<file path="src/rtl/register_file_scanner_pkg.sv">
// rtl/register_file_scanner_pkg.sv - shared scanner/register-file constants and FSM encoding
package register_file_scanner_pkg;

   localparam int DEFAULT_WIDTH = 13;

   localparam logic [2:0] ST_IDLE    = 3'd0;
   localparam logic [2:0] ST_SELECT  = 3'd1;
   localparam logic [2:0] ST_CAPTURE = 3'd2;
   localparam logic [2:0] ST_EMIT    = 3'd3;
   localparam logic [2:0] ST_FINISH  = 3'd4;

endpackage

</file>
<file path="src/rtl/register_file_scanner_min_tracker.sv">
// rtl/register_file_scanner_min_tracker.sv - running minimum of non-zero values with index
module min_tracker
   import register_file_scanner_pkg::*;
#(
   parameter int WIDTH = DEFAULT_WIDTH,
   parameter int IW    = 3
) (
   input  logic             Clock,
   input  logic             CLRN,
   input  logic             clear,
   input  logic             load,
   input  logic [WIDTH-1:0] value,
   input  logic [IW-1:0]    index,
   output logic [WIDTH-1:0] best,
   output logic [IW-1:0]    best_index,
   output logic             best_valid
);

   logic take;

   // Strict less-than keeps the earlier (lower) index on ties; zeros never qualify.
   assign take = load && (value != '0) && (!best_valid || (value < best));

   always_ff @(posedge Clock) begin
      if (!CLRN || clear) begin
         best       <= '0;
         best_index <= '0;
         best_valid <= 1'b0;
      end else if (take) begin
         best       <= value;
         best_index <= index;
         best_valid <= 1'b1;
      end
   end

endmodule

</file>
<file path="src/rtl/register_file_scanner.sv">
// rtl/register_file_scanner.sv - walks register rows, streams each one, reports the minimum non-zero row
module register_file_scanner
   import register_file_scanner_pkg::*;
#(
   parameter int ROWS  = 8,
   parameter int WIDTH = DEFAULT_WIDTH
) (
   input  logic                      Clock,
   input  logic                      CLRN,
   input  logic                      Start,
   input  logic [$clog2(ROWS):0]     Count,
   output logic [$clog2(ROWS)-1:0]   RowSel,
   input  logic [WIDTH-1:0]          RowQ,
   output logic [WIDTH-1:0]          OutData,
   output logic [$clog2(ROWS)-1:0]   OutIndex,
   output logic                      OutValid,
   input  logic                      OutReady,
   output logic [WIDTH-1:0]          Best,
   output logic [$clog2(ROWS)-1:0]   BestIndex,
   output logic                      BestValid,
   output logic                      Busy,
   output logic                      Done
);

   localparam int IW = $clog2(ROWS);
   localparam int CW = IW + 1;

   logic [2:0]       state;
   logic [IW-1:0]    index;
   logic [CW-1:0]    limit;
   logic [CW-1:0]    clamp;
   logic             accept;
   logic             last_row;
   logic [WIDTH-1:0] trk_best;
   logic [IW-1:0]    trk_index;
   logic             trk_valid;

   assign clamp    = (Count > CW'(ROWS)) ? CW'(ROWS) : Count;
   assign accept   = (state == ST_IDLE) && Start;
   assign last_row = ({1'b0, index} + CW'(1)) >= limit;

   // Outputs decode from registered state only, so OutReady never reaches OutValid combinationally.
   assign RowSel   = index;
   assign OutValid = (state == ST_EMIT);
   assign Busy     = (state != ST_IDLE);
   assign Done     = (state == ST_FINISH);

   always_ff @(posedge Clock) begin
      if (!CLRN) begin
         state     <= ST_IDLE;
         index     <= '0;
         limit     <= '0;
         OutData   <= '0;
         OutIndex  <= '0;
         Best      <= '0;
         BestIndex <= '0;
         BestValid <= 1'b0;
      end else begin
         case (state)
            ST_IDLE: begin
               if (Start) begin
                  limit     <= clamp;
                  index     <= '0;
                  BestValid <= 1'b0;
                  state     <= (clamp == '0) ? ST_FINISH : ST_SELECT;
               end
            end
            ST_SELECT:  state <= ST_CAPTURE;
            ST_CAPTURE: begin
               OutData  <= RowQ;
               OutIndex <= index;
               state    <= ST_EMIT;
            end
            ST_EMIT: begin
               if (OutReady) begin
                  if (last_row) begin
                     state <= ST_FINISH;
                  end else begin
                     index <= index + 1'b1;
                     state <= ST_SELECT;
                  end
               end
            end
            ST_FINISH: begin
               Best      <= trk_best;
               BestIndex <= trk_index;
               BestValid <= trk_valid;
               state     <= ST_IDLE;
            end
            default: state <= ST_IDLE;
         endcase
      end
   end

   min_tracker #(.WIDTH(WIDTH), .IW(IW)) u_min (
      .Clock      (Clock),
      .CLRN       (CLRN),
      .clear      (accept),
      .load       (state == ST_CAPTURE),
      .value      (RowQ),
      .index      (index),
      .best       (trk_best),
      .best_index (trk_index),
      .best_valid (trk_valid)
   );

endmodule

</file>
<file path="config.mk">
export PLATFORM = sky130hd
export DESIGN_NAME = register_file_scanner
export DESIGN_NICKNAME = d
export VERILOG_FILES = /design/src/rtl/register_file_scanner_pkg.sv /design/src/rtl/register_file_scanner_min_tracker.sv /design/src/rtl/register_file_scanner.sv
export SDC_FILE = /design/constraint.sdc
export NUM_CORES = 1
export LEC_CHECK = 0
export CAP_MARGIN = 20
export CORE_UTILIZATION = 54
export DETAILED_ROUTE_END_ITERATION = 7
export PLACE_DENSITY = 0.87
export SYNTH_ARGS = -nofsm -noshare
export SYNTH_HDL_FRONTEND = slang
export SYNTH_SLANG_ARGS = --single-unit
</file>
<file path="constraint.sdc">
create_clock -name Clock -period 6.1 [get_ports Clock]
set_clock_uncertainty 0.15 [all_clocks]
set_input_delay 0.915 -clock Clock [delete_from_list [all_inputs] [get_ports Clock]]
set_output_delay 0.915 -clock Clock [all_outputs]
set_load 0.01 [all_outputs]
</file>
# == Word-level counts from Yosys, hierarchy flattened ==
# Index checks and enable logic that the tools add are counted.
# Widths: inputs -> output; s select.
# totals
regBits,60
in_bits,21
output_inout_bits,39
wordCells,52
# op_classes
add_sub_neg,2
magnitude_cmp,3
n_eq_ne,7
mux,12
reduce_logical,17
# ops
op,n
$mux 3,7
$lt 13x13->1,1
$reduce_bool 13->1,1
$pmux 3 s4,1
$eq 3x2->1 const B,2
$pmux 3 s2,1
$reduce_and 2->1,3
$add 3x1->4 const B,1
$ge 4x4->1,1
$gt 4x4->1 const B,1
$logic_not 4->1,1
$mux 4,1
$ne 2x2->1 const B,2
$reduce_and 4->1,1
$reduce_bool 2->1,2
$add 3x1->3 const B,1
$eq 3x1->1 const B,1
$eq 3x3->1 const B,1
$logic_and 1x1->1,3
$logic_not 3->1,1
$reduce_bool 3->1,1
$logic_not 1->1,2
$logic_or 1x1->1,2
$ne 2x1->1 const B,1
2 further kinds,2

# == Longest topological paths before layout ==
# Gate-level depths: netlist (run 1).
# logic_depth
depth_word,6
mapped_depth,10
depth_no_buf,8

# == Hierarchy ==
# A second synthesis (run 1) with hierarchy kept.
# hier_totals
cells_unflattened,340
area_unflattened_um2,2987.9
# modules_own_cells
mod,instances,cells_each,area_each_um2,seq_area_each_um2
register_file_scanner,1,213,1898.1,860.8
min_tracker,1,127,1089.8,340.3

# == Worst setup path after synthesis (run 1) ==
# OpenSTA, ideal clock, no wires.
# synth_timing
path_type,input to register
start,input RowQ[11]
end,register u_min.best[10]
setup_ps,128
arrival_ps,2473
required_ps,5822
slack_ps,3349
stages,9
n_path_buf,2
cell_sequence,ha_1 > a21oi_1 > nand2_1 > a221o_1 > a221o_1 > buf_6 > buf_6 > mux2i_1 > nor2_1
# synth_between
elab_chain_len,3
word_cells_on_any_way,5
# synth_lines
item,line_no,text
"start, declared",register_file_scanner.sv:13,"input logic [WIDTH-1:0] RowQ,"
$lt 13x13->1 or $reduce_bool 13->1 (tied branches),register_file_scanner_min_tracker.sv:22,assign take = load && (value != '0) && (!best_valid || (value < best));
$logic_or 1x1->1 or $logic_and 1x1->1 (tied branches),register_file_scanner_min_tracker.sv:22,
$logic_and 1x1->1 *,register_file_scanner_min_tracker.sv:22,
"end signal, assigned",register_file_scanner_min_tracker.sv:30,best <= value;
"end, declared",register_file_scanner_min_tracker.sv:14,"output logic [WIDTH-1:0] best,"
# Every way passes the cells marked *; elsewhere a longest branch is shown, timed or not.
# A chain may end at the register's enable or synchronous reset.

# == Final worst setup path (run 1) ==
# layout_timing
start,register state[0]
end,output Done
# layout_between
elab_chain_len,1
# layout_lines
item,line_no,text
"start, declared",register_file_scanner.sv:28,logic [2:0] state;
"start signal, assigned",register_file_scanner.sv:65,state <= (clamp == '0) ? ST_FINISH : ST_SELECT;
$eq 3x3->1,register_file_scanner.sv:46,assign Done = (state == ST_FINISH);
"end, declared",register_file_scanner.sv:22,output logic Done
# No other way between the ends.

==> impl_results.md, run 1 <==
* Share of layout cells above drive strength 1 at between 4 and 5%
* Post-route setup TNS at 0 ns
* Synth Warn # at 0
* Met2 WL at about 3.0 mm
* H-tree depth at 3
* Initial core utilization at 56.8%
* Number of setup buffers added after CTS at 0
* Initial antenna violation count at 0
* FILL cells at 355
* Primary FF master, synth: dfxtp_1
* Met3 wire length at 362 µm
* Cells after Synth at 320
* Clk root buf: clkbuf_8
* Port bufs at 59
* Die area at about 0.0053 mm²
* Core footprint at approximately 0.0048 mm²
* RR Startpoint: u_min.best[8]$_SDFFE_PP0P_
* HP Class: reg -> reg
* LEAKAGE at 0.00136 µW
* Final setup vio count at 0
* Wire per inst at roughly 14 µm
* Gpl congestion at 0.909
* DP HPWL at 4.31 mm
* P&R area growth vs syn at 30.3%
* Register-to-Register Path Depth at 8
* Inserted Clock Buffers at 9
* Initial drt markers at between 100 and 150
* Vias in the first global route at 2,271
* Fin area at 0.00354 mm²
* Worst path required time at 5.03 ns
* Sequential cell area at 0.00120 mm²
* Mapped Nets at 358
* # DRC at 0
* Hold Crit Endpoint: OutData[2]$_SDFFE_PN0N_
* Max frequency at roughly 260 MHz
* Non-Filler Instances at 449
* Final hold vios at 0
* Die boundary height at 73.0 µm
* Commonest non-fill, non-tap cell in the layout: nand2_1
* Power per cell area at 263 mW/mm²
* Max Cap Viol at 0
* Worst rel slew slack at 29.8%
* Via Count at approximately 2,400
* Crit Path Category: reg -> out
* Area of the multi-input gates at ~0.0014 mm²
* Synth unique cells at 37
* RSZ-0062 raised after global routing: no
* Fin crit period at between 3 and 4 ns
* Critical Path Start Type: flop
* Die width at 73.0 µm
* Worst-Skew Late Latency at 0.34 ns
* Largest net degree at the start of global routing at 34
* Worst-margin pin slew at 1.05 ns
* Area after DPL at 0.00333 mm²
* Inst Count DP at 433
* Crit path capture type: output pin
* Total grt overflow at 0
* Fin nets at 415
* Critical Path AT at 2.73 ns
* Syn avg cell area at 8.50 µm²
* Highest Signal Layer: met4
* Sequential share of the synthesized area at 44.2%
* Share of synthesized registers carrying an async set or reset at 0%
* Post-cts hold buffer count at 0
* Diodes inserted at 0
* Wire length on met1 at 2.87 mm
* ANT nets after route at 0
* CTS sink cnt at 60
* Worst R2R Setup Slack at between 3 and 4 ns
* Most frequent cells in the layout: nand2_1 (78), dfxtp_1 (60), clkdlybuf4s50_1 (59)
* Post-synthesis register bit count at 60
* Global-route usage over all layers at 26.0%
* CTS tree: built
* Drt pass-1 iters at 4
* Via/cell ratio at 5.38
* Final Slew Violations at 0
* Max Buffers Root-to-Sink at 2
* Tcrit/Tclk final at a little over 60%
* Outcome: completed
* Top Ports at 60
* Cts repair resizes at 0
* Clock-pin slew of the registers on the worst-case setup and hold paths at 0.06 ns
* Hold path depth at 2
* First-pass GRT wire length at 10.4 mm
* Worst R2R End: u_min.best[7]$_SDFFE_PP0P_
* Total Wirelength at 6.32 mm
* Row Count at 25
* Crit-path max FO at 18
* Hold_sp: OutData[2]$_SDFFE_PN0N_
* Peak VDD IR at 0.167 mV
* Post-synth EDFFs at 0
* Mapped Area at 0.00272 mm²
layer usage:
layer | track usage (%) | vias up
li1 | - | 1192
met4 | 13.5 | 0
met5 | 0 | -
met2 | 42.7 | 68
met3 | 6.35 | 11
met1 | 31.7 | 1144
synth_stat cells (2+ instances only):
cell type  count  area (µm²)
nor3_1         4        20.0
ha_1          17         213
and3_1         3        18.8
nor4_1         3        18.8
a21boi_1       2        15.0
nand2b_1       4        25.0
clkbuf_1       9        33.8
nand2_1       78         293
buf_6          2        22.5
clkinv_1       2        7.51
nand3_1        4        20.0
mux2i_1       17         170
a21boi_0      26         195
buf_2          2        10.0
inv_1         18        67.6
nor3b_1        3        22.5
o21ai_0        2        10.0
a21oi_1       17        85.1
a221o_1        2        20.0
or2_2          2        12.5
dfxtp_1       60        1200
nor2_1        26        97.6
a21o_1         3        22.5
how the worst max path moves through the flow:
stage                                     start                     endpoint  slack (ns)  cells after the start
after floorplan                        RowQ[11]  u_min.best[10]$_SDFFE_PP0P_        3.35                      9
after global placement                 RowQ[11]  u_min.best[12]$_SDFFE_PP0P_        2.54                      8
after detailed placement               RowQ[11]   u_min.best[5]$_SDFFE_PP0P_        2.49                      8
after CTS                 state[0]$_SDFFE_PN0P_                         Done        2.25                      4
after global routing      state[0]$_SDFFE_PN0P_                         Done        2.03                      4
final                     state[0]$_SDFFE_PN0P_                         Done        2.30                      4
sequential cells by signal, summed over array words and instances, names as in the netlist:
| register | flops |
|---|---|
| Best | 13 |
| OutData | 13 |
| u_min.best | 13 |
| limit | 4 |
| BestIndex | 3 |
| OutIndex | 3 |
| RowSel | 3 |
| state | 3 |
| u_min.best_index | 3 |
| BestValid | 1 |
| u_min.best_valid | 1 |
through the flow:
step                      utilization (%)  setup WS [ns]  hold slack [ns]  total power [µW]
after floorplan                         -           3.35            0.282               496
after global placement               69.5           2.54            0.294               540
after global routing                 74.1           2.03            0.323               962
after detailed placement             69.5           2.49            0.297               543
after CTS                            74.1           2.25            0.306               934
final                                74.1           2.30            0.307               933
cell families after synthesis:
| family | count (synthesis) | share of synthesized area, % |
|---|---|---|
| compound gates | 59 | 14.8 |
| xor+xnor | 1 | 0.322 |
| simple gates | 133 | 21.5 |
| fa+ha+maj | 17 | 7.82 |
| mux | 17 | 6.26 |
| flops | 60 | 44.2 |
| buf+inv | 33 | 5.20 |
critical path, stage by stage (launching register included):
cell	delay, ns
dfxtp_1	0.49
nor2_1	0.12
nand2_1	0.49
clkinv_1	0.65
clkdlybuf4s50_1	0.65
report_power, final:
| part | internal, µW | switching, µW | leakage (µW) |
|---|---|---|---|
| registers | 405 | 11.0 | 0.000486 |
| clock network | 239 | 157 | 0.000113 |
| logic | 56.4 | 64.4 | 0.000762 |
| total | 701 | 232 | 0.00136 |
final cells by class:
| type | count | share of cell area, % |
|---|---|---|
| Multi-Input combinational cell | 227 | 38.9 |
| Clock buffer | 11 | 3.99 |
| Tap cell | 67 | 2.36 |
| Timing Repair Buffer | 59 | 16.7 |
| Inverter | 20 | 2.12 |
| Sequential cell | 60 | 33.9 |
| Clock inverter | 5 | 2.12 |
(Power assumes the default switching activity.)
==> run 2: changes to the inputs <==
CORE_UTILIZATION = 50   (was 54)
PLACE_DENSITY = 0.81   (was 0.87)
clock period = 3.5 ns   (was 6.1 ns; I/O delays follow)
==> run 2 against run 1 <==
Compared with the run above:
- combinational power grew 79%
- clock power up 72%
- final cell count rose by 2.0%
- global-route usage decreased by 1.4 points
- worst setup slack got worse by 1.5 ns
- critical path type is now in -> reg
- die area rose by 7.8%
- first-iteration DRC count increased by 24%
==> impl_results.md, run 2 (synthesis gave the netlist of run 1 again) <==
* Outcome: completed
* # DRC at 0 (unchanged)
* Worst-margin pin slew at 0.646 ns (-0.405 ns)
* Final setup vio count at 0 (unchanged)
* Die width at 75.8 µm (+3.8%)
* Initial drt markers at 154 (+24%)
* Initial core utilization at 52.6% (-4.2 points)
* Final Slew Violations at 0 (unchanged)
* Number of setup buffers added after CTS at 0 (unchanged)
* Port bufs at 59 (unchanged)
* Max Cap Viol at 0 (unchanged)
* CTS tree: built
* Internal at 1230 µW (+75%)
* H-tree depth at 3 (unchanged)
* Wire per inst at 14.1 µm (-0.20%)
* Total grt overflow at 0 (unchanged)
* ANT nets after route at 0 (unchanged)
* Worst-Skew Late Latency at 0.35 ns (about the same)
* Switch share at 24.4% (-0.46 points)
* Row Count at 26 (+4.0%)
* Peak VDD IR at 0.339 mV (+100%)
* Post-route setup TNS at 0 ns (unchanged)
* Fin area at 0.00359 mm² (+1.4%)
* Fin crit period at 2.70 ns
* Largest net degree at the start of global routing at 20 (-41%)
* Area of the multi-input gates at 0.00138 mm² (unchanged)
* Worst rel slew slack at 56.8% (+27 points)
* Area after DPL at 0.00338 mm² (+1.5%)
* Commonest non-fill, non-tap cell in the layout: nand2_1
* DP HPWL at 4.64 mm (+7.7%)
* HP Class: reg -> reg
* Crit Path Category: in -> reg
* Most frequent cells in the layout: nand2_1 (78), dfxtp_1 (60), clkdlybuf4s50_1 (59)
* Combinational share of power at 13.3% (+0.3 points)
* Inserted Clock Buffers at 9 (unchanged)
* Cts repair resizes at 0 (unchanged)
* Top Ports at 60 (unchanged)
* Drt pass-1 iters at 4 (unchanged)
* Clock-pin slew of the registers on the worst-case setup and hold paths at 0.06 ns (about the same)
* Power per cell area at 451 mW/mm² (+72%)
* Global-route usage over all layers at 24.7% (-1.4 points)
* Sequential cell area at 0.00120 mm² (unchanged)
* LEAKAGE at 0.00139 µW (+2.1%)
* P&R area growth vs syn at 32.1%
* Total Wirelength at 6.44 mm (+1.8%)
* Post-cts hold buffer count at 0 (unchanged)
* Die area at 0.00574 mm² (+7.8%)
* Reg power frac at 44.7% (about the same)
* Crit-path max FO at 10 (-8)
* Tcrit/Tclk final at 77.2%
* Crit path capture type: flop
* CTS sink cnt at 60 (unchanged)
* Max frequency at around 370 MHz
* First-pass GRT wire length at 10.3 mm (-0.87%)
* Gpl congestion at 0.973 (+7.1%)
* Clk root buf: clkbuf_8
* Critical Path AT at 2.75 ns (+0.02 ns)
* P_sw at 396 µW (+71%)
* Fin nets at 421 (+1.4%)
* Via/cell ratio at 5.23 (-2.7%)
* Initial antenna violation count at 0 (unchanged)
* RSZ-0062 raised after global routing: no
* Die boundary height at 75.8 µm (+3.8%)
* Final Total Pwr at 1620 µW (+74%)
* Vias in the first global route at 2,281 (+0.44%)
* Worst path required time at 3.55 ns (-1.48 ns)
* Diodes inserted at 0 (unchanged)
* Clock Power Share at 42.0% (-0.4 points)
* Final hold vios at 0 (unchanged)
* Share of layout cells above drive strength 1 at 6.44% (+1.5 points)
* Largest regs: Best (13), OutData (13), u_min.best (13)
* Max Buffers Root-to-Sink at 2 (unchanged)
* Via Count at 2,397 (-0.75%)
* Core footprint at 0.00517 mm² (+8.1%)
* FILL cells at 418 (+18%)
* Critical Path Start Type: input port
## run 2: cell types whose count changed in the layout (fill, tap and decap cells not counted)
cell	previous run	this run
buf_4	0	6
## run 2: worst paths after layout
| path | startpoint | end | slack (ns) | depth (start not counted) |
|---|---|---|---|---|
| min reg2reg | OutData[2]$_SDFFE_PN0N_ | OutData[2]$_SDFFE_PN0N_ | 0.31 | 2 |
| min | OutData[2]$_SDFFE_PN0N_ | OutData[2]$_SDFFE_PN0N_ | 0.31 | 2 |
| max reg2reg | RowSel[0]$_SDFFE_PN0P_ | RowSel[0]$_SDFFE_PN0P_ | 1.08 | 7 |
| max | RowQ[11] | u_min.best[3]$_SDFFE_PP0P_ | 0.80 | 9 |
## run 2: routing by layer
metal  global-route usage, %  vias up  wire length, µm
met5                       0        -                0
met3                    4.76       16              360
met2                    39.6       73             3170
met1                    30.4     1104             2770
met4                    15.4        0              134
li1                        -     1204                -
## run 2: area by class of cell
type / count / share of cell area [%]
well taps: 70 / 2.44
clock inverters: 5 / 2.09
flip-flops and latches: 60 / 33.4
multi-input cells: 227 / 38.3
clock buffers: 11 / 3.93
inverters: 20 / 2.09
repair buffers: 65 / 17.7
## run 2: per-stage QoR
stage          hold slack, ns  cells  util (%)  worst slack [ns]
5_1_grt                 0.334    458      69.5             0.704
3_5_place_dp            0.299    442      65.3             0.511
3_3_place_gp            0.294    442      65.3             0.584
2_1_floorplan           0.282    320         -              1.14
4_1_cts                 0.310    458      69.5             0.813
6_report                0.308    458      69.5             0.799
## run 2: worst max-delay path: stages
cell and delay [ns]:
clkdlybuf4s50_1 0.49, ha_1 0.37, a21oi_1 0.16, nand2_1 0.08, a221o_1 0.35, a221o_1 0.33, buf_4 0.21, mux2i_1 0.17
nor2_1 0.07
## run 2: power groups by stage
stage / Combinational, µW / Sequential, µW / Clock (µW)
CTS: 217 / 725 / 688
global route: 239 / 727 / 719
detailed placement: 215 / 740 / 0
floorplan: 127 / 738 / 0
global placement: 210 / 739 / 0
finish: 216 / 725 / 681
==> edit (config.mk and constraints of run 2) <==
`ROWS`: 8 -> 4.
--- a/src/rtl/register_file_scanner.sv
+++ b/src/rtl/register_file_scanner.sv
@@ -4,3 +4,3 @@
 #(
-   parameter int ROWS  = 8,
+   parameter int ROWS  = 4,
    parameter int WIDTH = DEFAULT_WIDTH
Interface: changed (resized BestIndex, Count, OutIndex and RowSel); port bits go from 60 to 56. The function was not compared with the original's and may differ.
==> edit against run 2 <==
Power shrank 16%; largest power group unchanged; highest routed layer unchanged; synthesized cell count shrank 12%; setup slack gained 0.044 ns; via count shrank 13%; sequential cell count shrank 5; sequential power shrank 3.3%; area after synthesis shrank 8.6%; wire length shrank 19%; register-to-register slack gained 0.12 ns; final area shrank 12%; combinational power grew 50%.
==> edit: results (changes against run 2) <==
{| class="wikitable"
! Metric !! Value
|-
| Reg2Reg Launch Point || u_min.best[8] (was RowSel[0])
|-
| Ranking of synthesized cells by instance count || nand2_1 (70), dfxtp_1 (55), a21boi_0 (33) (was nand2_1 (78), dfxtp_1 (60), a21boi_0 (26), nor2_1 (26), inv_1 (18))
|-
| Inst Count DP || 395 (was 442)
|-
| Relative slew slack || 57.0% (was 56.8%)
|-
| Synth cell types || 39 (was 37)
|-
| Share of layout cells above drive strength 1 || 6.57% (was 6.44%)
|-
| Later-pin clock latency in the skew report || 0.31 ns (was 0.35 ns)
|-
| Clock Network Area Fraction || 2.62% (was 6.02%)
|-
| Peak VDD IR || 272 uV (was 339 uV)
|-
| Final cell count without fillers || 402 (was 458)
|-
| Count of multi-input gates || 196 (was 227)
|-
| Synthesis-stage register bit count || 55 (was 60)
|-
| Outcome || complete, no violations (unchanged)
|-
| Leakage power figure || 0.00112 uW (was 0.00139 uW)
|-
| Power share of the clock group || 24.6% (was 42.0%)
|-
| Syn Nets || 318 (was 358)
|-
| Fraction of the yosys area taken by sequential cells || 44.3% (was 44.2%)
|-
| FF-to-FF path depth || 8 (was 7)
|-
| Clock buffer instance count of the final layout || 5 (was 11)
|-
| Total cell area at the placement stage || 0.00307 sq mm (was 0.00338 sq mm)
|-
| Data arrival time of the critical path || 1.98 ns (was 2.75 ns)
|-
| Drt total wl || 5200 um (was 6440 um)
|-
| Global-route wire length before repair || 8920 um (was 10300 um)
|-
| Initial drt markers || 100 (was 154)
|-
| Reg2reg end || u_min.best_index[0] (was RowSel[0])
|-
| Filler cell count || 441 (was 418)
|-
| Biggest area contributors in the synthesized netlist || dfxtp_1 (44%), nand2_1 (11%), a21boi_0 (10%) (was dfxtp_1 (44%), nand2_1 (11%), ha_1 (7.8%))
|-
| Pin count of the biggest net entering global routing || 41 (was 20)
|-
| Pre-CTS setup slack || 0.572 ns (was 0.511 ns)
|-
| Largest delay contributor family on the critical path || buffers and inverters (was compound AO/OA/AOI/OAI gates)
|-
| Delay contributed by the slowest stage of the critical path || 0.61 ns (was 0.49 ns)
|-
| Signal buffers share of area || 18.2% (was 17.7%)
|-
| Floorplan die area || 0.00526 sq mm (was 0.00574 sq mm)
|-
| Core occupancy in the finished layout || 66.3% (was 69.5%)
|-
| Number of input and output port buffers inserted || 55 (was 59)
|-
| Switching power || 408 uW (was 396 uW)
|-
| Global routing usage summed across all routing layers || 21.9% (was 24.7%)
|-
| Count of non-CTS inverters in the layout || 19 (was 20)
|-
| H-tree lvl count || 2 (was 3)
|-
| Worst Hold Margin || 0.314 ns (was 0.308 ns)
|-
| Final #Nets || 371 (was 421)
|-
| R2r setup slk || 1.20 ns (was 1.08 ns)
|-
| Share of cell area taken by flip-flops and latches || 34.9% (was 33.4%)
|-
| Gpl congestion || 0.833 (was 0.973)
|-
| Crit-path max FO || 17 (was 10)
|-
| Hold Path Origin || Best[8] (was OutData[2])
|-
| Hold Path Sink || Best[8] (was OutData[2])
|}
## edit: cells by family (layout without fill, tap and decap cells)
kind of cell | after synthesis | in the layout | share of synthesized area, %
and+or+nand+nor | 106 | 106 | 20.0
AOI/OAI and AO/OA | 74 | 74 | 21.9
DFF | 55 | 55 | 44.3
buffers and inverters | 31 | 84 | 5.69
adders and majority gates | 16 | 16 | 8.06
## edit: how the worst max path moves through the flow
stage / from / to / cells after the start
4_1_cts: state[0] / Done / 4
2_1_floorplan: RowQ[2] / u_min.best[0] / 8
6_report: state[0] / Done / 4
3_3_place_gp: RowQ[8] / u_min.best[12] / 8
3_5_place_dp: RowQ[8] / u_min.best_index[0] / 8
5_1_grt: state[0] / Done / 4
## edit: worst min-delay path: stages (launching register included)
cell	delay, ns
dfxtp_1	0.32
nand2_1	0.04
a21boi_0	0.06
## edit: layer usage
metal	vias to the layer above	track usage (%)	part of all wire, %
met5	-	0	0
met4	0	7.84	1.4
met3	7	3.19	3.2
met2	47	37.1	48
met1	962	28.3	48
li1	1066	-	-
